### src/rtl/div_pkg.sv
// Shared types and constants for the radix-2 restoring divider.
package div_pkg;

    localparam int unsigned REG_W    = 32;
    localparam int unsigned DOUBLE_W = 2 * REG_W;
    localparam int unsigned WORK_W   = 2 * REG_W + 1;
    localparam int unsigned CNT_W    = 6;

    localparam logic RST_ENABLE           = 1'b1;
    localparam logic DIV_START            = 1'b1;
    localparam logic DIV_STOP             = 1'b0;
    localparam logic DIV_RESULT_READY     = 1'b1;
    localparam logic DIV_RESULT_NOT_READY = 1'b0;

    typedef enum logic [1:0] {
        DIV_FREE    = 2'b00,
        DIV_BY_ZERO = 2'b01,
        DIV_ON      = 2'b10,
        DIV_END     = 2'b11
    } div_state_e;

    // HI/LO payload: remainder goes to HI, quotient to LO
    typedef struct packed {
        logic [REG_W-1:0] rem;
        logic [REG_W-1:0] quot;
    } div_result_t;

    // Two's-complement negate
    function automatic logic [REG_W-1:0] neg32(input logic [REG_W-1:0] x);
        return REG_W'(~x + REG_W'(1));
    endfunction

    // Magnitude of x when treated as signed; |0x80000000| stays 0x80000000
    function automatic logic [REG_W-1:0] abs32(input logic is_signed, input logic [REG_W-1:0] x);
        return (is_signed && x[REG_W-1]) ? neg32(x) : x;
    endfunction

endpackage

### src/rtl/div.sv
// Multi-cycle radix-2 restoring divider for DIV/DIVU, one quotient bit per cycle.
module div
    import div_pkg::*;
(
    input  logic                clk,
    input  logic                rst,
    input  logic                signed_div_i,
    input  logic [REG_W-1:0]    opdata1_i,
    input  logic [REG_W-1:0]    opdata2_i,
    input  logic                start_i,
    input  logic                annul_i,
    output logic [DOUBLE_W-1:0] result_o,
    output logic                ready_o
);

    div_state_e        state_q,   state_d;
    logic [CNT_W-1:0]  cnt_q,     cnt_d;
    logic [WORK_W-1:0] work_q,    work_d;
    logic [REG_W-1:0]  divisor_q, divisor_d;
    logic              sign1_q,   sign1_d;
    logic              sign2_q,   sign2_d;
    logic              sdiv_q,    sdiv_d;
    div_result_t       result_q,  result_d;
    logic              ready_q,   ready_d;

    logic [REG_W:0]    diff_c;
    logic [REG_W-1:0]  quot_c;
    logic [REG_W-1:0]  rem_c;

    // Trial subtraction of the divisor from the partial remainder
    always_comb begin
        diff_c = work_q[WORK_W-1:REG_W] - {1'b0, divisor_q};
    end

    // Sign-corrected quotient and remainder from the finished working register
    always_comb begin
        quot_c = work_q[REG_W-1:0];
        rem_c  = work_q[WORK_W-1:REG_W+1];
        if (sdiv_q && (sign1_q != sign2_q)) begin
            quot_c = neg32(work_q[REG_W-1:0]);
        end
        if (sdiv_q && sign1_q) begin
            rem_c = neg32(work_q[WORK_W-1:REG_W+1]);
        end
    end

    // Next-state and output logic
    always_comb begin
        state_d   = state_q;
        cnt_d     = cnt_q;
        work_d    = work_q;
        divisor_d = divisor_q;
        sign1_d   = sign1_q;
        sign2_d   = sign2_q;
        sdiv_d    = sdiv_q;
        result_d  = result_q;
        ready_d   = ready_q;

        unique case (state_q)
            DIV_FREE: begin
                result_d = '0;
                ready_d  = DIV_RESULT_NOT_READY;
                if (start_i == DIV_START && !annul_i) begin
                    if (opdata2_i == '0) begin
                        state_d = DIV_BY_ZERO;
                    end else begin
                        state_d   = DIV_ON;
                        cnt_d     = '0;
                        sdiv_d    = signed_div_i;
                        sign1_d   = opdata1_i[REG_W-1];
                        sign2_d   = opdata2_i[REG_W-1];
                        divisor_d = abs32(signed_div_i, opdata2_i);
                        work_d    = {REG_W'(0), abs32(signed_div_i, opdata1_i), 1'b0};
                    end
                end
            end

            DIV_BY_ZERO: begin
                result_d = '0;
                if (annul_i) begin
                    state_d = DIV_FREE;
                    ready_d = DIV_RESULT_NOT_READY;
                end else begin
                    state_d = DIV_END;
                    ready_d = DIV_RESULT_READY;
                end
            end

            DIV_ON: begin
                if (annul_i) begin
                    state_d  = DIV_FREE;
                    cnt_d    = '0;
                    result_d = '0;
                    ready_d  = DIV_RESULT_NOT_READY;
                end else if (cnt_q != CNT_W'(REG_W)) begin
                    // Restore by not committing the difference when it went negative
                    if (diff_c[REG_W]) begin
                        work_d = {work_q[WORK_W-2:0], 1'b0};
                    end else begin
                        work_d = {diff_c[REG_W-1:0], work_q[REG_W-1:0], 1'b1};
                    end
                    cnt_d = CNT_W'(cnt_q + CNT_W'(1));
                end else begin
                    state_d       = DIV_END;
                    cnt_d         = '0;
                    result_d.rem  = rem_c;
                    result_d.quot = quot_c;
                    ready_d       = DIV_RESULT_READY;
                end
            end

            DIV_END: begin
                if (start_i == DIV_STOP) begin
                    state_d  = DIV_FREE;
                    result_d = '0;
                    ready_d  = DIV_RESULT_NOT_READY;
                end
            end

            default: begin
                state_d = DIV_FREE;
            end
        endcase
    end

    // State register with synchronous reset
    always_ff @(posedge clk) begin
        if (rst == RST_ENABLE) begin
            state_q   <= DIV_FREE;
            cnt_q     <= '0;
            work_q    <= '0;
            divisor_q <= '0;
            sign1_q   <= 1'b0;
            sign2_q   <= 1'b0;
            sdiv_q    <= 1'b0;
            result_q  <= '0;
            ready_q   <= DIV_RESULT_NOT_READY;
        end else begin
            state_q   <= state_d;
            cnt_q     <= cnt_d;
            work_q    <= work_d;
            divisor_q <= divisor_d;
            sign1_q   <= sign1_d;
            sign2_q   <= sign2_d;
            sdiv_q    <= sdiv_d;
            result_q  <= result_d;
            ready_q   <= ready_d;
        end
    end

    assign result_o = result_q;
    assign ready_o  = ready_q;

endmodule

### config.mk
export PLATFORM = sky130hd
export DESIGN_NAME = div
export DESIGN_NICKNAME = d
export VERILOG_FILES = /design/src/rtl/div_pkg.sv /design/src/rtl/div.sv
export SDC_FILE = /design/constraint.sdc
export NUM_CORES = 1
export LEC_CHECK = 0
export CORE_MARGIN = 4
export CORE_UTILIZATION = 57
export CTS_CLUSTER_SIZE = 10
export DETAILED_ROUTE_END_ITERATION = 16
export PLACE_DENSITY_LB_ADDON = 0.1
export SETUP_SLACK_MARGIN = 0.3
export SLEW_MARGIN = 20
export SYNTH_ARGS = -nofsm -noshare
export SYNTH_HDL_FRONTEND = slang
export SYNTH_SLANG_ARGS = --single-unit
### constraint.sdc
create_clock -name clk -period 5.2 [get_ports clk]
set_input_delay 1.56 -clock clk [delete_from_list [all_inputs] [get_ports clk]]
set_output_delay 1.56 -clock clk [all_outputs]
set_load 0.1 [all_outputs]
== Word level (Yosys, flattened, before mapping) ==
Index checks and enable logic that the tools add are counted.
Widths: inputs -> output; s select.

* Register bits after elaboration: 173
* Input port bits: 69
* Output and inout bits: 65
* Logic and storage cells: 78

* Mux-type cells: 31
* Bitwise operators: 5
* Reduce and logical (&&, ||, !) cells: 15
* Eq/ne operators: 11
* Add/subtract/negate cells: 6

{| class="wikitable"
|+ Operators by type and width
! operator !! number
|-
| $mux 65 || 5
|-
| $mux 64 || 3
|-
| $pmux 64 s3 || 1
|-
| $pmux 65 s2 || 1
|-
| $add 32x1->32 const B || 4
|-
| $mux 32 || 4
|-
| $not 32->32 || 4
|-
| $sub 33x32->33 || 1
|-
| $logic_not 32->1 || 1
|-
| $mux 6 || 4
|-
| $mux 2 || 6
|-
| $pmux 6 s2 || 1
|-
| $ne 2x2->1 const B || 5
|-
| $reduce_and 3->1 || 3
|-
| $pmux 2 s4 || 1
|-
| $add 6x1->6 const B || 1
|-
| $ne 6x6->1 const B || 1
|-
| $logic_and 1x1->1 || 5
|-
| $reduce_and 5->1 || 1
|-
| $eq 2x2->1 const B || 2
|-
| $mux 1 || 4
|-
| $pmux 1 s4 || 1
|-
| $ne 3x3->1 const B || 1
|-
| $eq 2x1->1 const B || 1
|-
| 7 further kinds || 7
|}

== Logic depth before layout (Yosys ltp) ==
Gate-level depths: netlist (run 1).

* Word-level depth: 6
* Gate-level depth with buffers: 13
* Mapped depth without buffers: 12

== Worst setup path after synthesis (run 1) ==
Ideal clock, no wire load.

* Path kind: input to register
* Start point: input port opdata2_i[11]
* End point: register divisor_q[25]
* Arrival: 3.811 ns
* Required time: 5.114 ns
* Stages: 7
* Library setup time: 0.086 ns
* Setup slack: 1.303 ns
* Path buffers: 0
* Cells stage by stage: or4_4 or4_4 or3_1 or2_1 o41ai_1 xor2_1 a211oi_1

* Longest elaborated chain between the ends: 3
* Elaborated cells between the ends (all ways): 6
* Those cells by class: add/sub (1); mux (1); bitwise (2); reduce/logical (2)

{| class="wikitable"
|+ Ends and longest elaborated chain
! what !! RTL line !! RTL
|-
| start, declared || div.sv:9 || <nowiki>input logic [REG_W-1:0] opdata2_i,</nowiki>
|-
| $not 32->32 / $logic_not 32->1 (equally long branches) || div_pkg.sv:30, div.sv:64 ||
|-
| $add 32x1->32 / $not 1->1 (equally long branches) || - ||
|-
| $mux 32 / $reduce_and 3->1 (equally long branches) || - ||
|-
| end signal, assigned || div.sv:142 || <nowiki>divisor_q <= divisor_d;</nowiki>
|-
| end, declared || div.sv:19 || <nowiki>logic [REG_W-1:0] divisor_q, divisor_d;</nowiki>
|}

Parallel ways exist; a longest one is shown, timed or not.
A chain may end at the register's enable or synchronous reset.

== Worst setup path after layout (run 1) ==
* Start point: input port opdata2_i[11]
* End point: register work_q[9]

* Longest elaborated chain between the ends: 3

{| class="wikitable"
|+ Ends and longest elaborated chain
! what !! RTL line !! RTL
|-
| $logic_not 32->1 || div.sv:64 || <nowiki>if (opdata2_i == '0) begin</nowiki>
|-
| $ne 2x2->1 (no source line) || - ||
|-
| $reduce_and 5->1 (no source line) || - ||
|-
| end signal, assigned || div.sv:141 || <nowiki>work_q <= work_d;</nowiki>
|-
| end, declared || div.sv:18 || <nowiki>logic [WORK_W-1:0] work_q, work_d;</nowiki>
|}

Every way passes these cells.

==> flow_summary.yaml, run 1 <==
outcome:
  status: "completed"
synthesis:
  synth_nets: 1573
  yosys.area_share.simple: 0.2087
  synth_compound_area_frac: 0.2471
  seq_area_frac_synth: 0.3129
  synth_xor_area_frac: 0.1163
  yosys.area.top_type: "dfxtp_1"
  synth_edf_count: 0
  async_reset_ff_frac: 0
  synth_top_area_frac: 0.3129
  syn-cell-area_um2: 11070
  synthFlopType: "dfxtp_1"
  yosysWarnings: 0
  synthAdderAreaFrac: 0.04816
  synth_cells: 1462
  synth_area_leaders: "dfxtp_1 (31%), nand2_1 (6.3%), xnor2_1 (6.3%)"
  synth_top_family_by_area: "compound AO/OA/AOI/OAI gates"
  synth_seq_cells: 173
  synth_mux_area_frac: 0.008140
  avgSynthCellArea_um2: 7.570
  yosys.cell_types.count: 69
sta:
  period_needed_ns: 4.333
  final.setup.tns_ns: 0
  fmax_mhz: 230.8
  rsz0062_at_grt: "no"
  skew_ns: 0.01279
  fin_ws_ns: 0.8673
  tightest_slew_ns: 1.011
  slew_violations: 0
  max_slew_margin: 0.3239
  period_share: 0.8332
  finalHoldViolCount: 0
  setup_viol: 0
finish:
  layout-drive-gt1-share: 0.04722
  num-nets-final: 1644
  area_growth_pct: 17.76
  mostFrequentLayoutCell: "nand2_1"
  diodes: 0
  most-common-layout-cells: "nand2_1 (184), dfxtp_1 (173), nor2_1 (152), clkdlybuf4s50_1 (132), a21oi_1 (121)"
route:
  vias: 10640
  drt_iter0_markers: 973
  postRouteAntennaNets: 0
  firstDrtPassIters: 5
  via_per_inst: 5.889
  drt_wl_total_um: 29900
  wl_per_cell_um: 16.55
  drc: 0
setup_path:
  rrSetupSlack_ns: 1.69
  crit_path_max_fanout: 17
  critPathBufInv: 3
  cp-end-kind: "flop"
  critPathSlowestCell: "or4_4"
  critPathLaunchType: "input pin"
  path_class: "in2reg"
  crit_path_cell_trace: "clkdlybuf4s50_1 > or4_4 > or4_4 > o41ai_4 > nor2_4 > a21oi_2 > buf_4 > nand2b_2 > buf_4 > nand2_1 > a21oi_1"
  required_ns: 5.56
  cp_top_family: "simple AND/OR/NAND/NOR gates"
  worstPathArrival_ns: 4.69
  max_stage_delay_ns: 0.59
clock_tree:
  cts-root-buf: "clkbuf_16"
  clk_latency_ns: 0.44
  hold_buffers: 0
  cts_setup_buffers: 0
  clk_pin_slew_ns: 0.07
  cts_buffers: 17
  h-tree-depth: 4
  cts_tree: "built"
  clock-sinks: 173
  cts_max_path_buffers: 2
  cts.repair.resized: 0
pwr:
  power_density_nw_per_um2: 361.2
  irDropWorstVdd_mv: 0.2773
  cellLeakagePower_nw: 4.871
floorplan:
  start_util: 0.5858
  die_width_um: 147.3
  fp.dieArea_um2: 21710
  rows: 50
  dieHeight_um: 147.3
  ioPinCount: 134
  coreArea_um2: 18890
placed_design:
  dpl.hpwl_um: 22530
  io_buffer_count: 133
  gp_congestion: 0.9377
  pre_cts_ws_ns: 0.4358
global_route:
  grt_pass1_vias: 9319
  grtUsageTotal: 0.2678
  antenna_found_initial: 0
  grt_max_degree: 84
  grt_pass1_wl_um: 48090
  grt_overflow: 0
min_path:
  hp-class: "reg2reg"
run:
  maxCapViolations: 0
## layer usage
metal / global-route usage / vias to the layer above / share of wire / wire (um)
li1: - / 5337 / - / -
met1: 0.4191 / 4856 / 0.49 / 14580
met2: 0.3779 / 406 / 0.41 / 12270
met3: 0.04596 / 36 / 0.087 / 2589
met4: 0.06757 / 0 / 0.015 / 456
met5: 0 / - / 0 / 0
## area by class of cell
class                   instances  area [um2]
multi-input cells            1134        6978
fillers                      1683        5861
flip-flops and latches        173        3463
repair buffers                148        1441
clock buffers                  18       439.2
well taps                     260       325.3
inverters                      59       221.5
clock inverters                14       163.9
## per-stage QoR
stage	total power, mW	instances	area [um2]	hold slack (ns)	utilization
finish	4.708	1806	13030	0.4578	0.6898
detailed placement	3.403	1774	12430	0.4455	0.6579
CTS	4.695	1806	13030	0.4623	0.6898
global route	4.983	1806	13030	0.4872	0.6898
global placement	3.383	1774	12430	0.4374	0.6579
floorplan	2.976	1462	11070	0.4496	-
## power by group
| part | total [mW] | switching (mW) | internal (mW) |
|---|---|---|---|
| Combinational | 1.80 | 1.16 | 0.632 |
| Clock | 1.29 | 0.593 | 0.697 |
| Sequential | 1.62 | 0.169 | 1.45 |
| Total | 4.71 | 1.93 | 2.78 |
## kinds of logic (layout without fill, tap and decap cells)
| kind of cell | Yosys count | in the layout |
|---|---|---|
| AO/OA/AOI/OAI | 431 | 431 |
| XOR/XNOR | 147 | 147 |
| adder cells (fa/ha/maj) | 42 | 42 |
| buffers and inverters | 155 | 239 |
| flip-flops | 173 | 173 |
| multiplexers | 9 | 9 |
| AND/OR/NAND/NOR | 505 | 505 |
## cell usage after synthesis, types with 3 or more instances
cell / number
a32oi_1: 27
o21a_1: 4
buf_6: 3
inv_1: 59
dfxtp_1: 173
xnor2_1: 79
and2_1: 6
mux2i_1: 9
o41ai_1: 10
nor2_1: 154
nor2b_1: 6
o21ai_1: 25
a211oi_1: 33
or4_1: 12
a22o_1: 5
o22ai_1: 3
a21oi_1: 121
buf_4: 9
a311oi_1: 3
nand3_1: 22
o31ai_1: 23
or2_2: 5
nand2_1: 185
xor2_1: 68
buf_2: 8
nor4_1: 19
clkbuf_1: 72
a31oi_1: 9
nand2b_1: 13
and3_1: 6
buf_1: 4
or3_1: 12
o21ai_0: 92
ha_1: 41
o21bai_1: 5
nor3_1: 31
nand4_1: 15
a22oi_1: 34
o211ai_1: 7
a21o_1: 12
## tightest hold or removal path, cell delays in order, from the launching register on
cell     delay, ns
dfxtp_1       0.33
nand2_1       0.04
o21ai_0       0.06
## final timing paths
path	start	end	cells after the start
worst max register to register	divisor_q[28]	work_q[58]	12
worst max-delay path	opdata2_i[11]	work_q[9]	11
worst min register to register	result_o[55]	result_o[55]	2
worst min-delay path	result_o[55]	result_o[55]	2
## sequential cells by signal, indices dropped and copies added (netlist names)
| register | cells |
|---|---|
| sign1_q | 1 |
| sign2_q | 1 |
| work_q | 65 |
| cnt_q | 6 |
| state_q | 2 |
| sdiv_q | 1 |
| ready_o | 1 |
| divisor_q | 32 |
| result_o | 64 |
No activity file was read; power rests on OpenSTA's default activity.
==> run 2, diff against run 1 <==
==> constraint.sdc (replaced) <==
create_clock -name clk -period 4.22 [get_ports clk]
set_input_delay 1.266 -clock clk [delete_from_list [all_inputs] [get_ports clk]]
set_output_delay 1.266 -clock clk [all_outputs]
set_load 0.1 [all_outputs]
==> run 2 against run 1 <==
- via count is 0.19% higher
- final area is 1.1% higher
- critical path type unchanged
- clock skew is 0.0027 ns lower
- critical path depth stayed put
- cell count is 0.83% higher
- global-route usage is 0.11 points lower
- sequential power is 23% higher
- power is 24% higher
- count of clock-buffer cells in the layout stayed put
==> flow_summary.yaml, run 2 (synthesis results as in run 1) <==
outcome:
  status: "completed"
floorplan:
  rows: 50
  die_width_um: 147.3
  start_util: 0.5858
  dieHeight_um: 147.3
  coreArea_um2: 18890
  ioPinCount: 134
  fp.dieArea_um2: 21710
setup_path:
  max_stage_delay_ns: 0.54
  crit_path_max_fanout: 17
  path_class: "in2reg"
  cp-end-kind: "flop"
  rrSetupSlack_ns: 0.79
  worstPathArrival_ns: 4.10
  endpoint: "work_q[16]"
  critPathLaunchType: "input pin"
  crit_path_cell_trace: "clkdlybuf4s50_1 > or4_4 > or4_4 > o41ai_4 > nor2_4 > a21oi_2 > buf_4 > nand2b_2 > buf_12 > nand2_1 > a21oi_1"
  rr_endpoint: "work_q[58]"
  r2r-start: "work_q[33]"
  crit_start: "opdata2_i[11]"
  crit_top_cell: "or4_4"
  required_ns: 4.58
  critPathBufInv: 3
  cp_top_family: "simple AND/OR/NAND/NOR gates"
  critPathSlowestCell: "or4_4"
  crit_cells: 11
  worst_r2r_path_depth: 12
finish:
  fin_cells: 1821
  stdcell_area_um2: 13170
  largest_reg_flops: 65
  regMostFlops: "work_q"
  final_core_util: 0.6972
  mostFrequentLayoutCell: "nand2_1"
  most-common-layout-cells: "nand2_1 (184), dfxtp_1 (173), nor2_1 (152), clkdlybuf4s50_1 (132), a21oi_1 (121)"
  num-nets-final: 1660
  area_growth_pct: 19.03
  diodes: 0
  layout-drive-gt1-share: 0.05701
sta:
  finalHoldViolCount: 0
  period_needed_ns: 3.744
  fin_ws_ns: 0.4763
  max_slew_margin: 0.3303
  fmax_mhz: 267.1
  period_share: 0.8871
  rsz0062_at_grt: "no"
  final.setup.tns_ns: 0
  slew_violations: 0
  setup_viol: 0
  skew_ns: 0.01007
  tightest_slew_ns: 1.001
placed_design:
  place_area_um2: 12600
  dpl.hpwl_um: 22790
  pre_cts_ws_ns: 0.01519
  io_buffer_count: 133
  gp_congestion: 0.9500
  dpl.cell_count: 1790
global_route:
  grt_overflow: 0
  antenna_found_initial: 0
  grt_pass1_vias: 9310
  grt_max_degree: 67
  grt_pass1_wl_um: 48160
  grtUsageTotal: 0.2667
pwr:
  power_density_nw_per_um2: 442.4
  irDropWorstVdd_mv: 0.5219
  cellLeakagePower_nw: 4.936
route:
  drt_wl_total_um: 29840
  drc: 0
  via_per_inst: 5.851
  vias: 10660
  drt_iter0_markers: 810
  firstDrtPassIters: 5
  postRouteAntennaNets: 0
  wl_per_cell_um: 16.38
clock_tree:
  cts_max_path_buffers: 2
  cts_buffers: 17
  cts_tree: "built"
  clk_latency_ns: 0.43
  h-tree-depth: 4
  hold_buffers: 0
  clk_pin_slew_ns: 0.07
  cts_setup_buffers: 0
  cts.repair.resized: 0
  cts-root-buf: "clkbuf_16"
  clock-sinks: 173
run:
  maxCapViolations: 0
min_path:
  hp-class: "reg2reg"
==> run 2: cell count changes in the layout (fill, tap and decap cells not counted), sizes merged <==
cell      delta
buf         +16
clkinv       -4
clkinvlp     +3
==> run 2: cell type report <==
cell class                 instances  area, um2
fill                            1672       5720
tap                              260      325.3
timing repair buffer             164       1612
inverter                          59      221.5
clock buffer                      18      429.2
clock inverter                    13      132.6
sequential                       173       3463
multi-input combinational       1134       6989
==> run 2: metal layers <==
layer	GRT usage	part of all wire
met5	0	0
met3	0.04041	0.083
met2	0.3666	0.40
met1	0.4316	0.50
met4	0.06104	0.014
==> run 2: how the worst min path moves through the flow <==
stage	start	end	slack, ns	cells past startpoint
2_1_floorplan	work_q[6]	work_q[6]	0.45	2
3_3_place_gp	result_o[63]	result_o[63]	0.44	2
3_5_place_dp	result_o[56]	result_o[56]	0.44	2
4_1_cts	result_o[56]	result_o[56]	0.46	2
5_1_grt	result_o[59]	result_o[59]	0.49	2
6_report	result_o[55]	result_o[55]	0.46	2
==> run 2: power by group <==
group          internal (mW)  total, mW  leakage [nW]  switching, mW
clock                  0.827       1.53         0.268          0.708
combinational          0.837       2.30          3.27           1.46
sequential              1.79       1.99          1.40          0.203
==> run 2: tightest hold or removal path: cells and delay by family (launching register included) <==
kind / cells / cell delay, ns
flops: 1 / 0.33
simple gates: 1 / 0.04
compound gates: 1 / 0.06
==> run 2: metrics by stage <==
step	total power, mW	hold WS [ns]
2_1_floorplan	3.667	0.4496
3_3_place_gp	4.246	0.4363
3_5_place_dp	4.274	0.4448
4_1_cts	5.803	0.4614
5_1_grt	6.162	0.4911
6_report	5.828	0.4572
==> run 3, diff against run 2 <==
--- a/config.mk
+++ b/config.mk
@@ -9,6 +9,7 @@
 export CORE_UTILIZATION = 57
 export CTS_CLUSTER_SIZE = 10
 export DETAILED_ROUTE_END_ITERATION = 16
+export GPL_TIMING_DRIVEN = 0
 export PLACE_DENSITY_LB_ADDON = 0.1
 export SETUP_SLACK_MARGIN = 0.3
 export SLEW_MARGIN = 20
==> run 3 against run 2 <==
- clock skew barely moved
- flip-flop and latch count stayed put
- count of clock-buffer cells in the layout did not move
- via count increased by 4.8%
- core utilization grew 1.1 points
- critical path type unchanged
- critical path depth is 1 higher
- combinational power grew 4%
- register-to-register slack worse by 0.04 ns
- sequential share of layout area shrank 0.41 points
==> flow_summary.yaml, run 3 (synthesis results as in run 1) <==
clock_tree:
  clk_pin_slew_ns: 0.07
  cts_buffers: 17
  clock-sinks: 173
  cts_max_path_buffers: 2
  clk_latency_ns: 0.43
  cts-root-buf: "clkbuf_16"
  hold_buffers: 0
  h-tree-depth: 4
  cts_tree: "built"
finish:
  diodes: 0
  mostFrequentLayoutCell: "nand2_1"
  layout-drive-gt1-share: 0.04969
  regMostFlops: "work_q"
  num-nets-final: 1728
  final_core_util: 0.7083
  most-common-layout-cells: "nand2_1 (185), dfxtp_1 (173), nor2_1 (153), clkdlybuf4s50_1 (131), a21oi_1 (121)"
  largest_reg_flops: 65
  area_growth_pct: 20.92
  fillCellCount: 1650
pwr:
  irDropWorstVdd_mv: 0.3349
  p_comb_frac: 0.404
  cellLeakagePower_nw: 4.995
  power_density_nw_per_um2: 443.8
  clockPowerShare: 0.264
  p_sw_mw: 2.460
  seq_power_share: 0.332
  p_int_mw: 3.479
  sw_frac_of_total: 0.4142
route:
  vias: 11160
  drc: 0
  via_per_inst: 5.906
  wl_per_cell_um: 17.02
  drt_wl_total_um: 32180
  firstDrtPassIters: 5
  drt_iter0_markers: 829
  postRouteAntennaNets: 0
min_path:
  hold_path_depth: 2
  hp-class: "reg2reg"
floorplan:
  rows: 50
  start_util: 0.5858
  die_width_um: 147.3
  ioPinCount: 134
  fp.dieArea_um2: 21710
  dieHeight_um: 147.3
  coreArea_um2: 18890
global_route:
  grt_overflow: 0
  grt_pass1_wl_um: 50850
  grtUsageTotal: 0.2845
  grt_pass1_vias: 9897
  grt_max_degree: 18
  antenna_found_initial: 0
sta:
  period_share: 0.9015
  max_slew_margin: 0.3423
  finalHoldViolCount: 0
  period_needed_ns: 3.804
  fin_hold_ws_ns: 0.4544
  setup_viol: 0
  tightest_slew_ns: 0.9834
  skew_ns: 0.009984
  slew_violations: 0
  rsz0062_at_grt: "yes"
  fmax_mhz: 262.9
setup_path:
  path_class: "in2reg"
  worst_r2r_path_depth: 12
  crit_start: "opdata2_i[13]"
  crit_path_max_fanout: 10
  endpoint: "work_q[34]"
  cp-end-kind: "flop"
  critPathLaunchType: "input pin"
  r2r-start: "work_q[59]"
  rrSetupSlack_ns: 0.75
  rr_endpoint: "work_q[60]"
  required_ns: 4.56
  worstPathArrival_ns: 4.14
placed_design:
  dpl.hpwl_um: 25260
  io_buffer_count: 133
  gp_congestion: 0.9284
outcome:
  status: "completed"
run:
  maxCapViolations: 0
run 3: power groups by stage:
| stage | logic (mW) | registers, mW | clock network [mW] |
|---|---|---|---|
| finish | 2.40 | 1.97 | 1.57 |
| global route | 2.63 | 1.99 | 1.66 |
| CTS | 2.35 | 1.96 | 1.58 |
| detailed placement | 2.32 | 2.00 | 0 |
| global placement | 2.29 | 1.99 | 0 |
| floorplan | 1.66 | 2.00 | 0 |
run 3: worst min path at each step:
stage                  from           end  slack [ns]
2_1_floorplan     work_q[6]     work_q[6]        0.45
3_3_place_gp   result_o[60]  result_o[60]        0.44
3_5_place_dp   result_o[60]  result_o[60]        0.44
4_1_cts        result_o[60]  result_o[60]        0.46
5_1_grt        result_o[55]  result_o[55]        0.48
6_report       result_o[60]  result_o[60]        0.45
run 3: critical path, cell delays in order:
cell and delay [ns]:
clkdlybuf4s50_1 0.46, or4_4 0.52, or4_4 0.46, o41ai_4 0.36
nor2_2 0.08, a21oi_2 0.13, buf_4 0.18, nor2b_2 0.09
nor2_8 0.19, buf_4 0.24, a32oi_1 0.07, o31ai_1 0.09
run 3: timing repair:
action	in CTS	in global routing
gates resized for setup	4	5
setup endpoints to repair	97	84
pin swaps	1	2
setup buffers	1	2
gates cloned	0	0
run 3: layout make-up:
class | count | area [um2] | share of cell area
buffer | 96 | 426.7 | 0.03188
clock buffer | 18 | 439.2 | 0.03282
clock inverter | 14 | 157.7 | 0.01178
inverter | 59 | 221.5 | 0.01655
multi-input combinational | 1134 | 6997 | 0.5229
sequential | 173 | 3463 | 0.2588
tap | 260 | 325.3 | 0.02431
timing repair buffer | 136 | 1351 | 0.1010
run 3: metal layers:
layer  up-vias  track usage  routed length (um)
li1       5498            -                   -
met4         0      0.06337                 340
met3        28      0.04874                3236
met5         -            0                   0
met1      5148       0.4364               15000
met2       489       0.4159               13600
run 3: stage by stage:
| step | worst slack (ns) | TNS (ns) | cells | power (mW) | instance area (um2) |
|---|---|---|---|---|---|
| 2_1_floorplan | 0.6172 | 0 | 1462 | 3.667 | 11070 |
| 3_3_place_gp | -0.3758 | -27.10 | 1855 | 4.278 | 12720 |
| 4_1_cts | 0.3274 | 0 | 1888 | 5.893 | 13340 |
| 3_5_place_dp | -0.4318 | -33.03 | 1855 | 4.314 | 12720 |
| 5_1_grt | 0.1814 | 0 | 1890 | 6.272 | 13380 |
| 6_report | 0.4158 | 0 | 1890 | 5.939 | 13380 |
